===== src/rtl/screen_manager.sv =====
// screen_manager: game-phase sequencer (START / GAME / END) for the display path.
// Phase changes are applied only on startOfFrame so the picture never tears.
// Ports:
//   clk, resetN          pixel clock, asynchronous active-low reset
//   startOfFrame         one-cycle pulse on pixel (0,0)
//   keyStart             raw start key (async, active-high)
//   gameOver             end-of-game indication from game logic
//   RGB_screen_*         candidate pixel colours
//   RGB_out              registered selected colour
//   screenState          current phase (0 START, 1 GAME, 2 END)
//   gameStart            one-cycle pulse on entry to GAME
//   gameActive           high while in GAME
module screen_manager #(
  parameter int unsigned END_HOLD_FRAMES = 120,
  parameter logic [7:0]  COLOR_IDLE      = 8'h00
) (
  input  logic       clk,
  input  logic       resetN,
  input  logic       startOfFrame,
  input  logic       keyStart,
  input  logic       gameOver,
  input  logic [7:0] RGB_screen_start,
  input  logic [7:0] RGB_screen_game,
  input  logic [7:0] RGB_screen_end,
  output logic [7:0] RGB_out,
  output logic [1:0] screenState,
  output logic       gameStart,
  output logic       gameActive
);

  localparam int unsigned HOLD_W = (END_HOLD_FRAMES == 0) ? 1 : $clog2(END_HOLD_FRAMES + 1);
  localparam logic [HOLD_W-1:0] HOLD_LOAD = HOLD_W'(END_HOLD_FRAMES);

  typedef enum logic [1:0] {
    ST_START = 2'd0,
    ST_GAME  = 2'd1,
    ST_END   = 2'd2
  } state_t;

  state_t             state, state_next;
  logic               pending, pending_next;
  logic [HOLD_W-1:0]  hold_cnt, hold_next;
  logic               start_next;
  logic               trigger, apply;

  logic key_meta, key_sync, key_prev, key_pressed;

  // All key flops reset high: a key held through reset must be released first.
  always_ff @(posedge clk or negedge resetN) begin
    if (!resetN) begin
      key_meta <= 1'b1;
      key_sync <= 1'b1;
      key_prev <= 1'b1;
    end else begin
      key_meta <= keyStart;
      key_sync <= key_meta;
      key_prev <= key_sync;
    end
  end

  assign key_pressed = key_sync & ~key_prev;

  // State register
  always_ff @(posedge clk or negedge resetN) begin
    if (!resetN) begin
      state     <= ST_START;
      pending   <= 1'b0;
      hold_cnt  <= '0;
      gameStart <= 1'b0;
    end else begin
      state     <= state_next;
      pending   <= pending_next;
      hold_cnt  <= hold_next;
      gameStart <= start_next;
    end
  end

  // Next-state logic
  always_comb begin
    trigger = 1'b0;
    case (state)
      ST_START: trigger = key_pressed;
      ST_GAME:  trigger = gameOver;
      ST_END:   trigger = key_pressed && (hold_cnt == '0);
      default:  trigger = 1'b0;
    endcase

    // A trigger in the frame-start cycle itself is applied at once.
    apply = startOfFrame && (pending || trigger);

    state_next   = state;
    pending_next = pending;
    hold_next    = hold_cnt;
    start_next   = 1'b0;

    if (apply) begin
      pending_next = 1'b0;
    end else if (trigger) begin
      pending_next = 1'b1;
    end

    if ((state == ST_END) && startOfFrame && (hold_cnt != '0)) begin
      hold_next = hold_cnt - HOLD_W'(1);
    end

    case (state)
      ST_START: begin
        if (apply) begin
          state_next = ST_GAME;
          start_next = 1'b1;
        end
      end
      ST_GAME: begin
        if (apply) begin
          state_next = ST_END;
          hold_next  = HOLD_LOAD;
        end
      end
      ST_END: begin
        if (apply) begin
          state_next = ST_START;
        end
      end
      default: begin
        state_next   = ST_START;
        pending_next = 1'b0;
      end
    endcase
  end

  // Output logic
  always_comb begin
    screenState = state;
    gameActive  = (state == ST_GAME);
  end

  // Colour select uses the pre-update state, giving one cycle of RGB latency.
  always_ff @(posedge clk or negedge resetN) begin
    if (!resetN) begin
      RGB_out <= COLOR_IDLE;
    end else begin
      case (state)
        ST_START: RGB_out <= RGB_screen_start;
        ST_GAME:  RGB_out <= RGB_screen_game;
        ST_END:   RGB_out <= RGB_screen_end;
        default:  RGB_out <= COLOR_IDLE;
      endcase
    end
  end

endmodule

===== config.mk =====
export PLATFORM = sky130hd
export DESIGN_NAME = screen_manager
export DESIGN_NICKNAME = d
export VERILOG_FILES = /design/src/rtl/screen_manager.sv
export SDC_FILE = /design/constraint.sdc
export NUM_CORES = 1
export LEC_CHECK = 0
export ABC_AREA = 1
export BUFFER_PORTS_ARGS = -buffer_cell sky130_fd_sc_hd__clkbuf_2
export CORE_UTILIZATION = 48
export CTS_CLUSTER_SIZE = 10
export DETAILED_ROUTE_END_ITERATION = 10
export GPL_TIMING_DRIVEN = 0
export MAX_ROUTING_LAYER = met4
export PLACE_DENSITY = 0.86
export SLEW_MARGIN = 20
export SYNTH_ARGS = -nofsm -noshare
export SYNTH_HDL_FRONTEND = slang
export SYNTH_SLANG_ARGS = --single-unit

===== constraint.sdc =====
create_clock -name clk -period 1.7 [get_ports clk]
set_input_delay 0.17 -clock clk [delete_from_list [all_inputs] [get_ports clk]]
set_output_delay 0.17 -clock clk [all_outputs]
set_load 0.02 [all_outputs]

# ---- Yosys cells after proc, flatten, opt, wreduce, memory -nomap -nowiden
# Cells that the tools add are included.
dict set report word_totals {
  register_bits 22
  out_inout_bits 12
}
dict set report op_classes {
  n_addsub 1
  n_eq_ne 6
  mux 14
  bitwise 2
  n_reduce_logical 10
}
# cell n
set op_table {}
lappend op_table {{case mux 8 bit (3 select lines)} 1}
lappend op_table {{two-way mux 7 bit} 3}
lappend op_table {{zero test 7 bit} 1}
lappend op_table {{nonzero test 7 bit} 1}
lappend op_table {{subtractor 7 x 1 -> 7 bit, second input constant} 1}
lappend op_table {{two-way mux 2 bit} 3}
lappend op_table {{case mux 2 bit (3 select lines)} 1}
lappend op_table {{two-way mux 1 bit} 5}
lappend op_table {{logical AND 1 bit} 4}
lappend op_table {{inequality test 2 bit, second input constant} 2}
lappend op_table {{inequality test 3 x 1 -> 1 bit, second input constant} 1}
lappend op_table {{case mux 1 bit (3 select lines)} 1}
lappend op_table {{AND reduction 3 bit} 1}
lappend op_table {{OR reduction 3 bit} 1}
lappend op_table {{equality test 2 x 1 -> 1 bit, second input constant} 1}
lappend op_table {{equality test 2 bit, second input constant} 1}
lappend op_table {{zero test 2 bit} 1}
lappend op_table {{inequality test 2 x 1 -> 1 bit, second input constant} 1}
lappend op_table {{bitwise AND 1 bit} 1}
lappend op_table {{logical OR 1 bit} 1}
lappend op_table {{inverter 1 bit} 1}

# ---- Longest topological paths before layout
# Gate-level depths: netlist of run 1.
dict set report depth {
  ltp_word 8
  ltp_mapped 11
  depth_no_buf 11
}

# ---- Worst setup path before layout of run 1
# OpenSTA, ideal clock, no wires.
dict set report synth_path {
  kind {register -> register}
  from {register hold_cnt[0]}
  to {register hold_cnt[0]}
  t_arrival_ps 1270
  required_ps 1587
  path_slack_ps 317
  stages_incl_launch_ff 12
  n_path_buf 0
  synth_period_minus_slack_ps 1383
  path_cell_list {dfrtp_1 -> inv_1 -> ha_1 -> inv_1 -> nor2_2 -> nand3_4 -> nand2_2 -> nand2_2 -> nand2_4 -> nand3_4 -> nand2_1 -> inv_1}
}
dict set report synth_between {
  elab_chain_len 7
}
# item line
set synth_lines {}
lappend synth_lines {{from (decl)} 42} ;# logic [HOLD_W-1:0] hold_cnt, hold_next;
lappend synth_lines {{from (signal assigned)} 73} ;# hold_cnt <= hold_next;
lappend synth_lines {{parallel branches: the longest is 6 deep, another holds subtractor 7 x 1 -> 7 bit} -}
lappend synth_lines {{two-way mux 7 bit *} 106} ;# case (state)
lappend synth_lines {{net hold_next[0]} 42}
# Mark *: on every way through the listed nets, which the timed path passes.
# A chain may end at the register's enable or synchronous reset.

# ---- Worst setup path in the final report of run 1
dict set report layout_path {
  from {register state[1], in the netlist screenState[1]}
  to {output port gameActive}
}
dict set report layout_between {
  elab_chain_len 1
}
# item line
set layout_lines {}
lappend layout_lines {{from (decl)} 40} ;# state_t state, state_next;
lappend layout_lines {{from (signal assigned)} 71} ;# state <= state_next;
lappend layout_lines {{equality test 2 x 1 -> 1 bit} 134} ;# gameActive = (state == ST_GAME);
lappend layout_lines {{to (decl)} 28} ;# output logic gameActive
# No other way between the ends.

==> impl_metrics.toml, run 1 <==
[worst_setup_path]
start_kind = "flip-flop"
cp.arrival_ns = 1.41
path_max_fanout = 10
r2r_end = "hold_cnt[1]$_DFF_PN0_"
r2r_setup_slack_ns = 0.16
rr_startpoint = "hold_cnt[0]$_DFF_PN0_"
crit_required_ns = 1.53
path_class = "flip-flop to primary output"
cp-end-kind = "primary output"
r2r_cells = 11

[die]
core_um2 = 2210
rows = 17
die_area_um2 = 2540
start_util = 0.509
dieWidth_um = 50.4
ioPinCount = 41
die_y_um = 50.4

[cells_and_area]
syn2layout_area_growth_pct = 25.9
drive_gt1_frac = 0.341
final_common_cell = "nand2_1"
n_fill_cell = 188
n_antenna_cell = 0
fin_nets = 214
final_cells = 210
design_area_um2 = 1420
multi_input_comb_area_um2 = 487
layout_common_cells = "48 x nand2_1, 40 x clkbuf_2, 19 x dfrtp_1"
register_area_um2 = 554

[sta]
clock_skew_ns = 0.00681
fmax_mhz = 633
max-slew-margin-rel = 0.637
hold_violations = 0
final.setup.worst_slack_ns = 0.120
setup_viol = 0
grt_setup_unrepaired = "no"
min_period_ns = 1.58
min_period_over_period = 0.930
worstMarginPinSlew_ns = 0.543
final_max_slew_viol_count = 0
setup_tns_ns = 0

[pwr]
power.internal_w = 0.00127
combPwrFrac = 0.509
p_switching_w = 0.00107
powerDensity_nw_per_um2 = 1650
swShare = 0.457
ir_drop_mv = 0.932
seqPwrFrac = 0.371
leakagePower_nw = 0.789
pwr-share-clk = 0.120

[logic_synthesis]
synth_nets = 167
synthCells = 136
yosys_warnings = 0
synth.distinct_cells = 22
syn_avg_cell_area_um2 = 8.28
synth_seq_area_share = 0.492
ys_ff_latch = 22
syn_area_um2 = 1130

[placed_design]
dp.final_hpwl_um = 1660
placed_area_um2 = 1360
gp_congestion = 0.827
portBuffers = 40
dpl_worst_slack_ns = 0.159
placed_cells = 204

[flow_run]
maxCapViolCount = 0

[cts]
cts_hold_buffers = 2
clk_latency_ns = 0.30
cts.path.max_buffers = 2
htree_levels = 1
post-cts-setup-buffers = 0
cts_buffers = 3
cts_sinks = 22
cts_tree = "built"
clk_pin_slew_ns = 0.12
clock_tree.root_cell = "clkbuf_4"
cts_resized = 0

[grt]
grt_start_max_net_pins = 23
antenna_found_initial = 0
grt_pass1_vias = 956
grt_pass1_wl_um = 3800
grt_remaining_overflow = 0
track_usage = 0.198

[route]
first_iter_violations = 13
routedWlPerCell_um = 9.95
vias_per_cell = 4.74
ant_nets = 0
vias = 995
drc_errors = 0
wl_um = 2090
drt_first_pass_iters = 4

[min_path]
min_from = "RGB_screen_game[6]"
holdPathEnd = "RGB_out[6]$_DFF_PN0_"
min_path_cells = 3
hp-class = "input port to flip-flop"

[status]
status = "complete, no violations"
[stage by stage]
| step | util | hold WS, ns | total power [W] |
|---|---|---|---|
| floorplan | - | -0.126 | 0.00174 |
| CTS | 0.641 | 0.0693 | 0.00236 |
| detailed placement | 0.615 | 0.172 | 0.00207 |
| finish | 0.641 | 0.0688 | 0.00234 |
| global route | 0.641 | 0.0740 | 0.00255 |
| global placement | 0.615 | 0.168 | 0.00202 |
[cell type report]
type | count | share of cell area
Inverter | 20 | 0.0565
Timing Repair Buffer | 42 | 0.155
Multi-Input combinational cell | 93 | 0.343
Buffer | 1 | 0.00353
Clock buffer | 4 | 0.0256
Tap cell | 28 | 0.0247
Sequential cell | 22 | 0.391
[logic make-up after synthesis]
| group | count (synthesis) | share of synthesized area |
|---|---|---|
| buffers and inverters | 21 | 0.0756 |
| AOI/OAI and AO/OA | 6 | 0.0289 |
| xor gates and xnor gates | 3 | 0.0233 |
| DFF | 22 | 0.492 |
| and+or+nand+nor | 82 | 0.358 |
| adders and majority gates | 2 | 0.0222 |
[metal layers]
| layer | vias to the layer above | GRT usage | wire (µm) |
|---|---|---|---|
| li1 | 511 | - | - |
| met1 | 448 | 0.239 | 886 |
| met2 | 34 | 0.338 | 1060 |
| met3 | 2 | 0.0182 | 109 |
| met4 | 0 | 0.0833 | 30 |
| met5 | - | - | 0 |
[worst max-delay path, stage by stage, from the launching register on]
cell and delay (ns):
dfrtp_1 0.46, inv_1 0.08, nand2_1 0.06, inv_2 0.10, buf_2 0.22, clkbuf_2 0.20
[power by group through the flow]
stage	sequential, W	combinational (W)	clock [W]
after CTS	0.000868	0.00120	0.000288
after floorplan	0.00103	0.000709	0
final	0.000867	0.00119	0.000280
after global placement	0.000871	0.00115	0
after global routing	0.000897	0.00134	0.000307
after detailed placement	0.000879	0.00119	0
[flip-flops by register name (all words and copies together) (netlist names)]
signal,cells
RGB_out,8
hold_cnt,7
screenState,2
gameStart,1
key_meta,1
key_prev,1
key_sync,1
pending,1
[worst max path at each step]
stage                                from               endpoint  slack, ns  cells after the start
6_report       screenState[1]$_DFFE_PN0P_             gameActive       0.12                      5
5_1_grt             hold_cnt[0]$_DFF_PN0_  hold_cnt[0]$_DFF_PN0_       0.02                     11
4_1_cts        screenState[1]$_DFFE_PN0P_             gameActive       0.11                      5
3_5_place_dp        hold_cnt[0]$_DFF_PN0_  hold_cnt[1]$_DFF_PN0_       0.16                     11
3_3_place_gp        hold_cnt[0]$_DFF_PN0_  hold_cnt[1]$_DFF_PN0_       0.20                     11
2_1_floorplan       hold_cnt[0]$_DFF_PN0_  hold_cnt[0]$_DFF_PN0_       0.32                     11
[cell usage after synthesis]
library cell,n,area (µm²)
nor2_4,2,22.5
nor3b_1,1,7.51
o21bai_1,1,7.51
nand3_1,11,55.1
clkinv_4,1,8.76
inv_1,16,60.1
ha_1,2,25.0
nand4_1,3,18.8
nor2_2,2,12.5
buf_2,1,5.00
xor2_1,3,26.3
a21oi_1,3,15.0
dfstp_2,3,78.8
o21ai_1,2,10.0
nand2_1,48,180
nand2_2,2,12.5
inv_2,3,11.3
nand3_4,2,35.0
nor2_1,8,30.0
nand2_4,2,22.5
dfrtp_1,19,475
and3_1,1,6.26
Power figures use the tool's default switching activity.
==> run 2, diff against run 1 <==
ABC_AREA = default   (was 1)
CORE_ASPECT_RATIO = 1.1   (was default)
CORE_UTILIZATION = 47   (was 48)
PLACE_DENSITY = 0.85   (was 0.86)
==> run 2 against run 1 <==
  * Total power shrank 38%
  * Synthesized area down 3.3%
  * Hold slack worse by 0.0081 ns
  * Combinational power decreased by 60%
  * Clock power decreased by 12%
  * Worst setup slack worse by 0.054 ns
  * Wire length is 20% higher
  * Register-to-register slack got worse by 0.09 ns
  * Critical endpoint is now hold_cnt[6]$_DFF_PN0_
  * Largest power group is now sequential cells
==> impl_metrics.toml, run 2 <==
[sta]
final.setup.worst_slack_ns = 0.0660
setup_tns_ns = 0
setup_viol = 0
clock_skew_ns = 0.00143
max-slew-margin-rel = 0.645
fmax_mhz = 612
hold_violations = 0
min_period_ns = 1.63
final_max_slew_viol_count = 0
worstMarginPinSlew_ns = 0.532
min_period_over_period = 0.961
fin_hold_ws_ns = 0.0607

[worst_setup_path]
r2r_cells = 3
critPathTopFamily = "simple AND/OR/NAND/NOR gates"
cp.arrival_ns = 1.89
cp-end-kind = "flip-flop"
start_kind = "flip-flop"
path_max_fanout = 7
path_cells = "or4_4, or4_1, nand3_1"
crit_required_ns = 1.95
cpPeakStageDelay_ns = 0.59
cp_slowest_cell = "or4_4"
path_depth = 3
r2r_setup_slack_ns = 0.07
path_buf_inv = 0
path_class = "flip-flop to flip-flop"

[logic_synthesis]
synth_nets = 135
synthArstFlopShare = 1.00
netlist.area_leader.share = 0.437
ys_ff_latch = 22
synth-edff-count = 0
synth.distinct_cells = 34
synth.most_common_cell = "dfrtp_1"
synth-main-ff-cell = "dfrtp_1"
synth_seq_area_share = 0.509
synth.area.top_cells = "dfrtp_1 44%, mux2i_1 10%, dfstp_2 7.2%"
yosys_warnings = 0
yosysTopAreaCell = "dfrtp_1"
syn_area_um2 = 1090
synthCells = 104
syn_avg_cell_area_um2 = 10.5
synth_top_cells_by_count = "19 x dfrtp_1, 14 x o21ai_0, 11 x mux2i_1, 10 x nand2_1, 7 x inv_1"

[cells_and_area]
fin_nets = 186
n_fill_cell = 172
layout_common_cells = "41 x clkbuf_2, 18 x dfrtp_1, 13 x o21ai_0"
fin_util = 0.676
register_area_um2 = 556
design_area_um2 = 1410
drive_gt1_frac = 0.364
multi_input_comb_area_um2 = 495
largest_reg_flops = 8
regMostFlops = "RGB_out"
final_common_cell = "clkbuf_2"
syn2layout_area_growth_pct = 29.4
n_antenna_cell = 0

[route]
vias = 998
ant_nets = 0
first_iter_violations = 31
drt_first_pass_iters = 4
routedWlPerCell_um = 13.8
drc_errors = 0
wl_um = 2510
vias_per_cell = 5.48

[cts]
clk_latency_ns = 0.31
cts_sinks = 22
htree_levels = 1
cts.path.max_buffers = 2
clock_tree.root_cell = "clkbuf_4"
clk_pin_slew_ns = 0.12
cts_buffers = 3
cts_tree = "built"

[pwr]
swShare = 0.345
power.internal_w = 0.000943
pwr-share-clk = 0.172
ir_drop_mv = 0.688
p_switching_w = 0.000496
seqPwrFrac = 0.501
combPwrFrac = 0.327
powerDensity_nw_per_um2 = 1020
leakagePower_nw = 0.696

[die]
die_y_um = 52.5
rows = 17
core_um2 = 2080
die_area_um2 = 2510
dieWidth_um = 47.9
start_util = 0.522
ioPinCount = 41

[grt]
track_usage = 0.235
grt_start_max_net_pins = 23
grt_remaining_overflow = 0
antenna_found_initial = 0
grt_pass1_wl_um = 4080
grt_pass1_vias = 990

[min_path]
min_path_cells = 3
hp-class = "input port to flip-flop"

[placed_design]
placed_area_um2 = 1320
dp.final_hpwl_um = 1860
gp_congestion = 0.928
portBuffers = 40
dpl_worst_slack_ns = -0.0700

[status]
status = "complete, no violations"

[flow_run]
maxCapViolCount = 0
[run 2: cell count changes after synthesis, moves of 4 or more]
cell      before  now
nand3_1       11    1
nand2_1       48   10
o211ai_1       0    4
inv_1         16    7
nor2_1         8    2
o21ai_0        0   14
mux2i_1        0   11
[run 2: what timing repair did]
| action | in CTS | in global routing |
|---|---|---|
| setup endpoints to repair | 4 | 5 |
| pin swaps | 1 | 0 |
| hold buffers | 2 | 0 |
| hold endpoints to repair | 20 | 0 |
| gates resized for setup | 5 | 2 |
| setup buffers | 2 | 3 |
[run 2: per-layer routing]
metal	track usage	vias up	part of all wire
met5	-	-	0
met3	0.0379	2	0.058
met4	0.0694	0	0.0064
met1	0.272	475	0.40
li1	-	479	-
met2	0.405	42	0.54
[run 2: power groups by stage]
stage | Sequential (W) | Clock [W] | Combinational [W]
after floorplan | 0.000736 | 0 | 0.000234
after global placement | 0.000742 | 0 | 0.000336
after detailed placement | 0.000751 | 0 | 0.000365
after CTS | 0.000716 | 0.000248 | 0.000444
after global routing | 0.000731 | 0.000269 | 0.000529
final | 0.000721 | 0.000247 | 0.000471
[run 2: stage by stage]
stage,std cells,power [W]
floorplan,104,0.000970
global placement,172,0.00108
detailed placement,172,0.00112
CTS,180,0.00141
global route,182,0.00153
finish,182,0.00144
[run 2: final cells by class]
class,count,share of cell area
tap,28,0.0249
inverter,7,0.0187
timing repair buffer,47,0.183
sequential,22,0.394
clock buffer,4,0.0187
buffer,3,0.00888
multi-input combinational,71,0.352
[run 2: worst paths after layout]
path                                        from               endpoint
setup / recovery           hold_cnt[2]$_DFF_PN0_  hold_cnt[6]$_DFF_PN0_
hold / removal                 RGB_screen_end[0]   RGB_out[0]$_DFF_PN0_
setup reg to reg           hold_cnt[2]$_DFF_PN0_  hold_cnt[6]$_DFF_PN0_
hold reg to reg               key_meta$_DFF_PN1_     key_sync$_DFF_PN1_
max in group asynchronous                 resetN  hold_cnt[2]$_DFF_PN0_
min in group asynchronous                 resetN  hold_cnt[5]$_DFF_PN0_
[run 2: worst register-to-register path, stage by stage, from the launching register on]
cell and delay [ns]:
dfrtp_2 0.42, or4_4 0.59, or4_1 0.49, nand3_1 0.08
[run 2: cell families (layout without fill, tap and decap cells)]
logic type,count (synthesis),after routing,synth area share
AND/OR/NAND/NOR,27,27,0.134
flip-flops,22,22,0.509
multiplexers,11,11,0.101
buffers and inverters,11,61,0.0391
AO/OA/AOI/OAI,31,31,0.193
adder cells (fa/ha/maj),2,2,0.0230
==> run 3, diff against run 2 <==
ABC_AREA = 1   (was default)
CORE_UTILIZATION = 50   (was 47)
PLACE_DENSITY = 0.89   (was 0.85)
clock period = 2 ns   (was 1.7 ns; I/O delays follow)
==> run 3 against run 2 <==
  * Final cell count increased by 15%
  * Sequential power increased by 2%
  * Hold slack improved by 0.027 ns
==> impl_metrics.toml, run 3 (same netlist as run 1, synthesis figures left out) <==
[worst_setup_path]
cp-end-kind = "primary output"
r2r_setup_slack_ns = 0.44
crit_required_ns = 1.80
path_class = "flip-flop to primary output"
start_kind = "flip-flop"
cp.arrival_ns = 1.42
path_max_fanout = 10

[placed_design]
portBuffers = 40
placed_cells = 204
dp.final_hpwl_um = 1800
gp_congestion = 0.814

[cells_and_area]
fin_nets = 214
regMostFlops = "RGB_out"
final_common_cell = "nand2_1"
fin_util = 0.695
layout_common_cells = "48 x nand2_1, 40 x clkbuf_2, 19 x dfrtp_1"
largest_reg_flops = 8
drive_gt1_frac = 0.341
n_antenna_cell = 0
syn2layout_area_growth_pct = 27.3
final_cells = 210

[pwr]
finalPower_w = 0.00210
powerDensity_nw_per_um2 = 1460
leakagePower_nw = 0.796
ir_drop_mv = 0.946

[sta]
hold_violations = 0
clock_skew_ns = 0.0114
min_period_over_period = 0.809
min_period_ns = 1.62
grt_setup_unrepaired = "no"
final_max_slew_viol_count = 0
setup_tns_ns = 0
max-slew-margin-rel = 0.603
worstMarginPinSlew_ns = 0.594
setup_viol = 0
fmax_mhz = 618

[route]
route.met2.wl_um = 1190
met3WireLength_um = 126
routedWlPerCell_um = 10.7
vias_per_cell = 4.79
drc_errors = 0
wl_um = 2250
vias = 1005
met1_length_um = 909
drt_first_pass_iters = 4
ant_nets = 0
first_iter_violations = 18
routed.top_layer = "met4"

[grt]
track_usage = 0.231
grt_remaining_overflow = 0
grt_pass1_wl_um = 3910
grt_pass1_vias = 1000
antenna_found_initial = 0
grt_start_max_net_pins = 23

[cts]
clock_tree.root_cell = "clkbuf_4"
cts_sinks = 22
cts.path.max_buffers = 2
cts_buffers = 3
post-cts-setup-buffers = 0
cts_tree = "built"
clk_latency_ns = 0.31
htree_levels = 1
clk_pin_slew_ns = 0.13

[die]
ioPinCount = 41
die_area_um2 = 2450
core_um2 = 2060
dieWidth_um = 47.3
rows = 17
die_y_um = 51.8
start_util = 0.546

[flow_run]
maxCapViolCount = 0

[min_path]
hp-class = "input port to flip-flop"

[status]
status = "complete, no violations"
run 3: final cells by class:
type | count | area, µm²
plain buffers | 1 | 5.00
clock buffers | 3 | 22.5
clock inverters | 1 | 30.0
fillers | 149 | 629
inverters | 20 | 80.1
multi-input cells | 93 | 487
flip-flops and latches | 22 | 554
well taps | 28 | 35.0
repair buffers | 42 | 220
run 3: routing by layer:
layer	vias up	GRT usage
met5	-	-
met4	0	0.0714
met3	2	0.0313
met2	38	0.402
met1	455	0.270
li1	510	-
run 3: critical path, cell delays in order (launching register included):
cell and delay [ns]:
dfrtp_1 0.46, inv_1 0.08, nand2_1 0.06, inv_2 0.10
buf_2 0.21, clkbuf_2 0.20
run 3: final timing paths:
kind                                         end  depth (start not counted)                  startpoint
max in group asynchronous   RGB_out[3]$_DFF_PN0_                          2                      resetN
max                                   gameActive                          5  screenState[1]$_DFFE_PN0P_
min in group asynchronous   RGB_out[6]$_DFF_PN0_                          2                      resetN
min reg2reg                   key_prev$_DFF_PN1_                          0          key_sync$_DFF_PN1_
min                         RGB_out[6]$_DFF_PN0_                          3          RGB_screen_game[6]
max reg2reg                hold_cnt[0]$_DFF_PN0_                         11       hold_cnt[0]$_DFF_PN0_
run 3: timing repair:
action | 4_1_cts | 5_1_grt
hold buffers | 2 | 0
endpoints found under the hold margin | 20 | 0
endpoints found under the setup margin | 0 | 0
gates resized for setup | 0 | 0
run 3: power breakdown:
group	leakage (nW)	switching [W]	internal (W)	total, W
clock network	0.0279	0.000135	0.000203	0.000337
logic	0.509	0.000682	0.000348	0.00103
registers	0.259	0.000112	0.000621	0.000733
total	0.796	0.000929	0.00117	0.00210
run 3: metrics by stage:
stage | setup WS (ns) | hold WS (ns) | instance area (µm²)
after floorplan | 0.617 | -0.0956 | 1130
after global placement | 0.520 | 0.191 | 1360
after detailed placement | 0.436 | 0.202 | 1360
after CTS | 0.387 | 0.0859 | 1430
after global routing | 0.277 | 0.0786 | 1430
final | 0.382 | 0.0877 | 1430
